`src/rtl/sobel_core_pipe.sv`:
```
// Three-stage Sobel edge core: window -> Gx/Gy -> |Gx|+|Gy| -> output pixel,
// with valid/ready back-pressure, programmable threshold, output modes and border suppression.
module sobel_core_pipe #(
  parameter int DATA_W      = 8,
  parameter int CNT_W       = 10,
  parameter int IMG_W       = 640,
  parameter int IMG_H       = 480,
  parameter int BORDER_ZERO = 1
) (
  input  logic              clk,
  input  logic              rst_n,
  input  logic [DATA_W-1:0] data_0_0_i,
  input  logic [DATA_W-1:0] data_0_1_i,
  input  logic [DATA_W-1:0] data_0_2_i,
  input  logic [DATA_W-1:0] data_1_0_i,
  input  logic [DATA_W-1:0] data_1_1_i,
  input  logic [DATA_W-1:0] data_1_2_i,
  input  logic [DATA_W-1:0] data_2_0_i,
  input  logic [DATA_W-1:0] data_2_1_i,
  input  logic [DATA_W-1:0] data_2_2_i,
  input  logic [CNT_W-1:0]  cnt_col_i,
  input  logic [CNT_W-1:0]  cnt_row_i,
  input  logic              in_valid_i,
  output logic              in_ready_o,
  input  logic [1:0]        mode_i,
  input  logic [DATA_W+2:0] thresh_i,
  output logic [DATA_W-1:0] pixel_o,
  output logic [CNT_W-1:0]  cnt_col_o,
  output logic [CNT_W-1:0]  cnt_row_o,
  output logic              out_valid_o,
  input  logic              out_ready_i,
  output logic              idle_o
);

  localparam int GW = DATA_W + 3;

  // Weighted 1-2-1 sum, zero-extended so the later subtraction cannot overflow.
  function automatic logic [GW-1:0] wsum(input logic [DATA_W-1:0] a,
                                         input logic [DATA_W-1:0] b,
                                         input logic [DATA_W-1:0] c);
    return {3'b000, a} + {2'b00, b, 1'b0} + {3'b000, c};
  endfunction

  function automatic logic [GW-1:0] abs_val(input logic signed [GW-1:0] v);
    return v[GW-1] ? -v : v;
  endfunction

  function automatic logic [DATA_W-1:0] sat_pix(input logic [GW-1:0] g);
    return (g[GW-1:DATA_W] != '0) ? '1 : g[DATA_W-1:0];
  endfunction

  function automatic logic [DATA_W-1:0] scale_pix(input logic [GW-1:0] g);
    return g[GW-1:3];
  endfunction

  logic vld_p1, vld_p2, vld_p3;
  logic ready_1, ready_2, ready_3;

  assign ready_3     = !vld_p3 || out_ready_i;
  assign ready_2     = !vld_p2 || ready_3;
  assign ready_1     = !vld_p1 || ready_2;
  assign in_ready_o  = ready_1;
  assign out_valid_o = vld_p3;
  assign idle_o      = !(vld_p1 || vld_p2 || vld_p3);

  always_ff @(posedge clk or negedge rst_n) begin
    if (!rst_n) begin
      vld_p1 <= 1'b0;
      vld_p2 <= 1'b0;
      vld_p3 <= 1'b0;
    end else begin
      if (ready_1) vld_p1 <= in_valid_i;
      if (ready_2) vld_p2 <= vld_p1;
      if (ready_3) vld_p3 <= vld_p2;
    end
  end

  // S1: gradients, coordinates and border flag
  logic signed [GW-1:0] gx_c, gy_c, gx_p1, gy_p1;
  logic [CNT_W-1:0]     col_p1, row_p1;
  logic                 bdr_c, bdr_p1;

  assign gx_c = $signed(wsum(data_0_2_i, data_1_2_i, data_2_2_i))
              - $signed(wsum(data_0_0_i, data_1_0_i, data_2_0_i));
  assign gy_c = $signed(wsum(data_0_0_i, data_0_1_i, data_0_2_i))
              - $signed(wsum(data_2_0_i, data_2_1_i, data_2_2_i));
  assign bdr_c = (cnt_col_i == '0) || (cnt_col_i == CNT_W'(IMG_W - 1))
              || (cnt_row_i == '0) || (cnt_row_i == CNT_W'(IMG_H - 1));

  always_ff @(posedge clk) begin
    if (in_valid_i && ready_1) begin
      gx_p1  <= gx_c;
      gy_p1  <= gy_c;
      col_p1 <= cnt_col_i;
      row_p1 <= cnt_row_i;
      bdr_p1 <= bdr_c;
    end
  end

  // S2: gradient magnitude
  logic [GW-1:0]    g_p2;
  logic [CNT_W-1:0] col_p2, row_p2;
  logic             bdr_p2;

  always_ff @(posedge clk) begin
    if (vld_p1 && ready_2) begin
      g_p2   <= abs_val(gx_p1) + abs_val(gy_p1);
      col_p2 <= col_p1;
      row_p2 <= row_p1;
      bdr_p2 <= bdr_p1;
    end
  end

  // S3: mode selection; mode and threshold are sampled as data enters this stage
  logic              is_edge;
  logic [DATA_W-1:0] pix_c;

  always_comb begin
    is_edge = g_p2 > thresh_i;
    pix_c   = '0;
    case (mode_i)
      2'b00:   pix_c = is_edge ? '1 : '0;
      2'b01:   pix_c = sat_pix(g_p2);
      2'b10:   pix_c = scale_pix(g_p2);
      default: pix_c = is_edge ? '0 : '1;
    endcase
    if (BORDER_ZERO != 0 && bdr_p2) pix_c = '0;
  end

  always_ff @(posedge clk or negedge rst_n) begin
    if (!rst_n) begin
      pixel_o   <= '0;
      cnt_col_o <= '0;
      cnt_row_o <= '0;
    end else if (vld_p2 && ready_3) begin
      pixel_o   <= pix_c;
      cnt_col_o <= col_p2;
      cnt_row_o <= row_p2;
    end
  end

endmodule

```
`config.mk`:
```
export PLATFORM = sky130hd
export DESIGN_NAME = sobel_core_pipe
export DESIGN_NICKNAME = d
export VERILOG_FILES = /design/src/rtl/sobel_core_pipe.sv
export SDC_FILE = /design/constraint.sdc
export NUM_CORES = 1
export LEC_CHECK = 0
export ABC_AREA = 1
export CAP_MARGIN = 25
export CORE_UTILIZATION = 30
export DETAILED_ROUTE_END_ITERATION = 8
export GPL_ROUTABILITY_DRIVEN = 0
export GPL_TIMING_DRIVEN = 0
export PLACE_DENSITY_LB_ADDON = 0.15
export SLEW_MARGIN = 20
export SYNTH_ARGS = -nofsm -noshare
export SYNTH_HDL_FRONTEND = slang
export SYNTH_SLANG_ARGS = --single-unit
```
`constraint.sdc`:
```
create_clock -name clk -period 5.47 [get_ports clk]
set_input_delay 0.8205 -clock clk [delete_from_list [all_inputs] [get_ports clk]]
set_output_delay 0.8205 -clock clk [all_outputs]
set_load 0.01 [all_outputs]
```
# == Word level (Yosys, flattened, before mapping) ==
# Cells that the tools add are included.
# totals
output_inout_bits,31
wordCells,59
reg_bits,106
inputBits,109
# classes
reduce_logical,19
n_lt_le_gt_ge,1
n_addsub,13
n_eq_ne,4
muxes,7
# ops
op,count
adder 10 x 8 -> 11 bit,4
adder 8 x 9 -> 10 bit,4
2-to-1 mux 8 bit,4
one-hot mux 8 bit (3 select lines),1
2-to-1 mux 11 bit,2
negator 11 bit,2
subtractor 11 bit,2
logical NOT 10 bit,2
adder 11 bit,1
> comparator 11 bit,1
"== test 10 bit, second input constant",1
"== test 10 x 9 -> 1 bit, second input constant",1
logical OR 1 bit,8
logical NOT 1 bit,4
logical AND 1 bit,3
nonzero test 3 bit,1
"== test 2 x 1 -> 1 bit, second input constant",1
"== test 2 bit, second input constant",1
logical NOT 2 bit,1

# == Logic depth before layout (Yosys ltp) ==
# Gate-level depths: netlist of the first run.
# depth
depth_word,5
mapped_depth,14
ltp_nobuf,14

# == Least setup slack after synthesis of the first run ==
# Ideal clock, no wire load.
# synth_timing
path_type,input to register
from,input port data_0_0_i[0]
to,"register gy_p1[7], data pin"
cell_stages,13
setup_slack_ns,1.774
t_arrival_ns,3.438
n_path_buf,0
setup_time_ns,0.258
required_ns,5.212
cell_sequence,inv_1 -> fa_1 -> inv_1 -> fa_1 -> fa_1 -> ha_1 -> fa_1 -> nand3_1 -> nand2_1 -> a21oi_1 -> nor2_1 -> nor2_1 -> xnor2_1
# synth_between
elab_chain_len,3
# synth_rtl
element,line,text
start: declaration,12,"input logic [DATA_W-1:0] data_0_0_i,"
adder 8 x 9 -> 10 bit,41,"return {3'b000, a} + {2'b00, b, 1'b0} + {3'b000, c};"
adder 10 x 8 -> 11 bit,41,
subtractor 11 bit,86,"- $signed(wsum(data_2_0_i, data_2_1_i, data_2_2_i));"
named net gy_c[7],79,"logic signed [GW-1:0] gx_c, gy_c, gx_p1, gy_p1;"
end signal: assignment,93,gy_p1 <= gy_c;
end: declaration,79,
# The timed path passes the listed nets, and every way through them passes these cells.
# A chain may end at the register's enable or synchronous reset.

# == Worst setup path after layout of the first run ==
# layout_timing
from,input port data_0_0_i[4]
to,"register gx_p1[7], data pin"
# layout_between
elab_chain_len,3
# layout_rtl
element,line,text
adder 8 x 9 -> 10 bit,41,
adder 10 x 8 -> 11 bit,41,
subtractor 11 bit,84,"- $signed(wsum(data_0_0_i, data_1_0_i, data_2_0_i));"
named net gx_c[7],79,
end signal: assignment,92,gx_p1 <= gx_c;
end: declaration,79,
# The timed path passes the listed nets, and every way through them passes these cells.

==> out/results.tsv, run 1 <==
stage	metric	value	unit
critical_path	worst_setup_path_end_kind	flop	
floorplan	core	24300	um^2
synth	ys_top_cells_by_count	inv_1 (178), nand2_1 (90), edfxtp_1 (75), fa_1 (63), ha_1 (47)	
synth	yosysWarnings	0	
critical_path	cp.arrival	4.15	ns
cts	cts.clk_slew.worst_paths	0.07	ns
sta	final.setup.worst_slack	1.41	ns
route	drc_errors	0	
critical_path	critPathKind	in2reg	
pwr	power_leakage	4.32	nW
pwr	p_total	4.74	mW
global_route	antenna_found_initial	0	
synth	synthArstFlopShare	29.2	%
hold_path	hp-class	in2async	
sta	finalMaxSlewViolations	0	
floorplan	fp.dieH	159	um
route	finalWirelength	14.0	mm
synth	syn_area	7420	um^2
run	cap_violations	0	
route	drt-pass1-iter-count	4	
place	dp_slack	0.999	ns
route	wl_per_cell	11.9	um
cts	cts_buffer_depth	2	
cts	cts_tree	built	
synth	synth.distinct_cells	43	
global_route	track_usage	11.7	%
sta	grt_setup_unrepaired	no	
synth	yosysTopAreaCell	edfxtp_1	
global_route	overflow	0	
outcome	outcome	finished, final reports clean	
sta	skew	0.00904	ns
synth	synth_top_area_share	30.4	%
sta	fin_setup_tns	0	ns
global_route	grt_pass1_vias	5070	
route	via_per_inst	4.12	
sta	tightestPinTransition	0.711	ns
synth	synthFlopType	edfxtp_1	
synth	seq_area_frac_synth	40.8	%
synth	synth_compound_gate_area_share	5.94	%
synth	synth_fp_nets	927	
critical_path	cp_max_fo	5	
route	route.vias.total	4861	
synth	synth_fa_ha_area_share	24.9	%
route	antenna_left	0	
floorplan	rows	57	
synth	synth.most_common_cell	inv_1	
synth	synth_area_leaders	edfxtp_1 (30%), fa_1 (17%), dfrtp_1 (10%), inv_1 (9.0%), ha_1 (7.9%)	
cts	h-tree-depth	3	
place	dpl_cell_area	9160	um^2
critical_path	reg2reg_to	g_p2[10]$_DFFE_PP_	
cells_and_area	nets	1070	
cells_and_area	drive_gt1_share	8.06	%
synth	synth_seq_cells	106	
synth	synth_top_family_by_area	adder cells	
global_route	grt_max_degree	34	
cts	root_buffer	clkbuf_16	
synth	muxShareOfSynthArea	3.14	%
sta	relSlewSlack	52.5	%
critical_path	cp-start-kind	input port	
critical_path	r2r_slack	2.94	ns
critical_path	rr_startpoint	gy_p1[0]$_DFFE_PP_	
place	portBuffers	130	
synth	yosys.area_share.simple	10.7	%
pwr	vdd_drop_max	178	uV
cts	postCtsSetupBuffers	0	
cts	clk_latency	0.34	ns
sta	fin_hold_ws	0.266	ns
cts	post_cts_resized	0	
cts	ctsHoldBuffers	0	
cells_and_area	stdcell_area	9470	um^2
cells_and_area	area_growth	27.6	%
critical_path	critPathCapture	gx_p1[7]$_DFFE_PP_	
critical_path	critPathLaunch	data_0_0_i[4]	
synth	synth_edf_count	75	
pwr	powerDensity	501	nW/um^2
cts	cts_buffers	9	
critical_path	worstPathRequired	5.56	ns
cts	cts.sinks	106	
floorplan	die-area	25400	um^2
sta	clock.fmax	0.246	GHz
floorplan	io_pins	140	
place	dp_hpwl	11.8	mm
synth	synth_cells	708	
route	drt_iter0_markers	261	
critical_path	r2r_cells	11	
cells_and_area	antenna_cells	0	
global_route	grt_pass1_wl	24.1	mm
sta	min_period_over_period	74.2	%
synth	syn_avg_cell_area	10.5	um^2
sta	hold_violations	0	
sta	setup_viol	0	
floorplan	start_util	30.5	%
floorplan	die-width	159	um
synth	synth_xor_area_share	4.49	%
sta	fin_crit	4.06	ns
==> flip-flops by register name (all words and copies together) (netlist names) <==
name and cells:
gx_p1 11, out_valid_o 1, col_p1 10, row_p2 10
vld_p1 1, bdr_p1 1, row_p1 10, bdr_p2 1
gy_p1 11, g_p2 11, pixel_o 8, col_p2 10
cnt_row_o 10, cnt_col_o 10, vld_p2 1
==> logic make-up (layout without fill, tap and decap cells) <==
| kind of cell | after synthesis | count (layout) |
|---|---|---|
| buffers and inverters | 192 | 340 |
| AND/OR/NAND/NOR | 168 | 168 |
| XOR/XNOR | 38 | 38 |
| adder cells (fa/ha/maj) | 110 | 110 |
| flip-flops | 106 | 106 |
| multiplexers | 20 | 20 |
| AO/OA/AOI/OAI | 74 | 74 |
==> final cells by class <==
class,instances,area (um^2)
clock inverter,3,26.3
timing repair buffer,132,1340
multi-input combinational,410,3650
sequential,106,3030
fill,2460,14900
clock buffer,13,283
buffer,6,41.3
tap,324,405
inverter,186,701
==> stage by stage <==
stage | instances | util [%]
after detailed placement | 1164 | 37.7
after CTS | 1180 | 38.9
after global placement | 1162 | 37.5
final | 1180 | 38.9
after global routing | 1180 | 38.9
after floorplan | 708 | -
==> where the power goes <==
part           total [mW]  switching [mW]  internal [mW]
clock               0.653           0.283          0.370
combinational        2.62            1.43           1.18
sequential           1.47           0.167           1.31
==> worst min path at each step <==
stage / cells after the start / end / start
after floorplan: 0 / bdr_p2$_DFFE_PP_ / bdr_p1$_DFFE_PP_
after global placement: 0 / row_p2[3]$_DFFE_PP_ / row_p1[3]$_DFFE_PP_
after detailed placement: 0 / col_p2[0]$_DFFE_PP_ / col_p1[0]$_DFFE_PP_
after CTS: 1 / cnt_row_o[1]$_DFFE_PN0P_ / rst_n
after global routing: 1 / out_valid_o$_DFFE_PN0P_ / rst_n
final: 1 / cnt_row_o[1]$_DFFE_PN0P_ / rst_n
==> cell usage in the layout (no fill, tap or decap), types with 8 or more instances in the layout <==
master	count
nand3_1	9
nand4_1	9
nor2_1	34
clkdlybuf4s50_1	129
edfxtp_1	75
mux2_2	18
dfrtp_1	31
a21oi_1	28
o21ai_1	8
fa_1	63
xnor2_1	10
inv_2	8
xor2_1	28
inv_1	176
clkbuf_16	11
o21ai_0	11
o31ai_1	11
ha_1	47
nand2_1	90
==> layer usage <==
metal	vias to the layer above	routed length [um]	track usage, %
met3	12	476	1.85
li1	2523	-	-
met4	0	184	3.67
met2	102	6570	19.7
met5	-	0	0
met1	2224	6760	15.5
==> worst max-delay path, cell delays in order <==
cell,delay (ns)
clkdlybuf4s50_1,0.51
inv_1,0.07
fa_1,0.50
fa_1,0.56
inv_1,0.06
fa_1,0.53
inv_1,0.05
ha_1,0.38
a21oi_1,0.20
o21ai_2,0.12
a21oi_1,0.14
o21ai_1,0.08
xor2_1,0.14
Power figures use the tool's default switching activity.
==> inputs of run 2 (changes only) <==
==> constraint.sdc (replaced) <==
create_clock -name clk -period 3.35 [get_ports clk]
set_input_delay 0.5025 -clock clk [delete_from_list [all_inputs] [get_ports clk]]
set_output_delay 0.5025 -clock clk [all_outputs]
set_load 0.01 [all_outputs]
==> out/results.tsv, run 2 (synthesis results as in run 1) <==
stage	metric	value	unit
critical_path	worst_setup_path_end_kind	flop	
sta	final.setup.worst_slack	0.126	ns
pwr	p_int	5.19	mW
sta	setup_viol	0	
hold_path	hp-class	in2async	
critical_path	critPathLaunch	data_0_1_i[2]	
sta	tightestPinTransition	0.708	ns
floorplan	die-area	25400	um^2
global_route	grt_pass1_vias	5067	
floorplan	rows	57	
critical_path	cp-start-kind	input port	
cts	clk_latency	0.35	ns
critical_path	cp.arrival	3.31	ns
cells_and_area	antenna_cells	0	
critical_path	worstPathRequired	3.44	ns
sta	hold_violations	0	
pwr	p_total	8.63	mW
sta	relSlewSlack	52.7	%
global_route	grt_pass1_wl	24.4	mm
cells_and_area	area_growth	34.3	%
pwr	power_leakage	4.71	nW
critical_path	cp_max_fo	4	
floorplan	core	24300	um^2
pwr	switching_share	39.9	%
cells_and_area	layout_common_cells	inv_1 (129), nand2_1 (83), clkdlybuf4s50_1 (76)	
global_route	track_usage	12.0	%
sta	finalMaxSlewViolations	0	
cts	cts_buffers	9	
place	dp.cells	1164	
route	wl_per_cell	12.1	um
cts	cts.clk_slew.worst_paths	0.08	ns
floorplan	die-width	159	um
cts	cts_buffer_depth	2	
pwr	clkPwrFrac	12.9	%
route	finalWirelength	14.6	mm
place	portBuffers	130	
route	via_per_inst	4.13	
cells_and_area	final_common_cell	inv_1	
place	dp_slack	-0.834	ns
cells_and_area	nets	1089	
route	drt_iter0_markers	199	
cells_and_area	stdcell_count	1199	
cells_and_area	reg_top3	g_p2: 11 flops, gx_p1: 11 flops, gy_p1: 11 flops	
critical_path	rr_startpoint	gy_p1[0]$_DFFE_PP_	
run	cap_violations	0	
sta	min_period_over_period	96.2	%
route	drt-pass1-iter-count	6	
pwr	vdd_drop_max	341	uV
route	drc_errors	0	
cts	cts.sinks	106	
pwr	switchingPower	3.44	mW
sta	fin_crit	3.22	ns
floorplan	fp.dieH	159	um
cts	cts_tree	built	
critical_path	critPathKind	in2reg	
pwr	p_seq_share	27.9	%
outcome	outcome	finished, final reports clean	
pwr	combPwrFrac	59.3	%
global_route	grt_max_degree	33	
cts	h-tree-depth	3	
route	antenna_left	0	
cells_and_area	drive_gt1_share	20.6	%
global_route	overflow	0	
route	route.vias.total	4956	
floorplan	start_util	30.5	%
floorplan	io_pins	140	
place	dp_hpwl	11.9	mm
sta	skew	0.0118	ns
global_route	antenna_found_initial	0	
pwr	powerDensity	866	nW/um^2
cts	root_buffer	clkbuf_16	
sta	clock.fmax	0.310	GHz
-- run 2: cell count changes in the layout (fill, tap and decap cells not counted), moves of 7 or more --
cell             delta
clkdlybuf4s50_1    -53
inv_1              -47
inv_2              +47
dlymetal6s2s_1     +32
buf_4              +18
dlygate4sd2_1      +18
ha_1               -13
ha_4               +12
a21oi_1            -11
a21oi_2            +10
nand2_1             -7
-- run 2: worst paths after layout --
kind                            slack [ns]  cells after the start                  endpoint
worst max-delay path                  0.13                     10        gy_p1[8]$_DFFE_PP_
worst min register to register        0.42                      0       col_p2[1]$_DFFE_PP_
worst max register to register        0.80                     11        g_p2[10]$_DFFE_PP_
max in group asynchronous             2.85                      2    pixel_o[4]$_DFFE_PN0P_
worst min-delay path                  0.07                      1  cnt_row_o[2]$_DFFE_PN0P_
min in group clk                      0.42                      0       col_p2[1]$_DFFE_PP_
-- run 2: final cells by class --
| cell class | instances | area, um^2 |
|---|---|---|
| clock inverter | 7 | 96.3 |
| inverter | 186 | 701 |
| tap | 324 | 405 |
| multi-input combinational | 410 | 3920 |
| timing repair buffer | 151 | 1540 |
| sequential | 106 | 3030 |
| fill | 2389 | 14400 |
| clock buffer | 9 | 225 |
| buffer | 6 | 41.3 |
-- run 2: per-stage QoR --
step	setup TNS [ns]	hold WS, ns	cell area (um^2)	util, %
finish	0	0.0717	9960	41.0
global route	-0.0125	0.0803	9960	41.0
CTS	0	0.0642	9760	40.1
detailed placement	-9.34	0.405	9170	37.7
global placement	-9.13	0.401	9130	37.5
floorplan	0	0.207	7420	-
-- run 2: power groups by stage --
stage	Sequential (mW)	Clock, mW	Combinational [mW]
2_1_floorplan	2.45	0	3.03
3_3_place_gp	2.44	0	4.32
3_5_place_dp	2.44	0	4.34
4_1_cts	2.41	1.15	4.86
5_1_grt	2.47	1.19	5.72
6_report	2.41	1.11	5.11
-- run 2: what timing repair did --
action / 4_1_cts / 5_1_grt
hold buffers: 0 / 0
setup endpoints to repair: 13 / 11
resized for setup: 71 / 81
pin swaps: 51 / 83
setup buffers: 11 / 8
-- run 2: critical path, cell delays in order --
cell and delay [ns]:
clkdlybuf4s50_1 0.42, fa_1 0.53, fa_1 0.43, fa_1 0.57, ha_4 0.23, a21oi_2 0.15
nand2_2 0.09, nand4_1 0.07, o211ai_1 0.13, xor2_1 0.17
-- run 2: per-layer routing --
layer / GRT usage, % / part of all wire (%) / wire length (um) / up-vias
li1: - / - / - / 2565
met1: 15.6 / 48 / 6970 / 2277
met2: 20.4 / 47 / 6910 / 103
met3: 1.82 / 3.5 / 508 / 11
met4: 3.85 / 1.2 / 179 / 0
met5: 0 / 0 / 0 / -
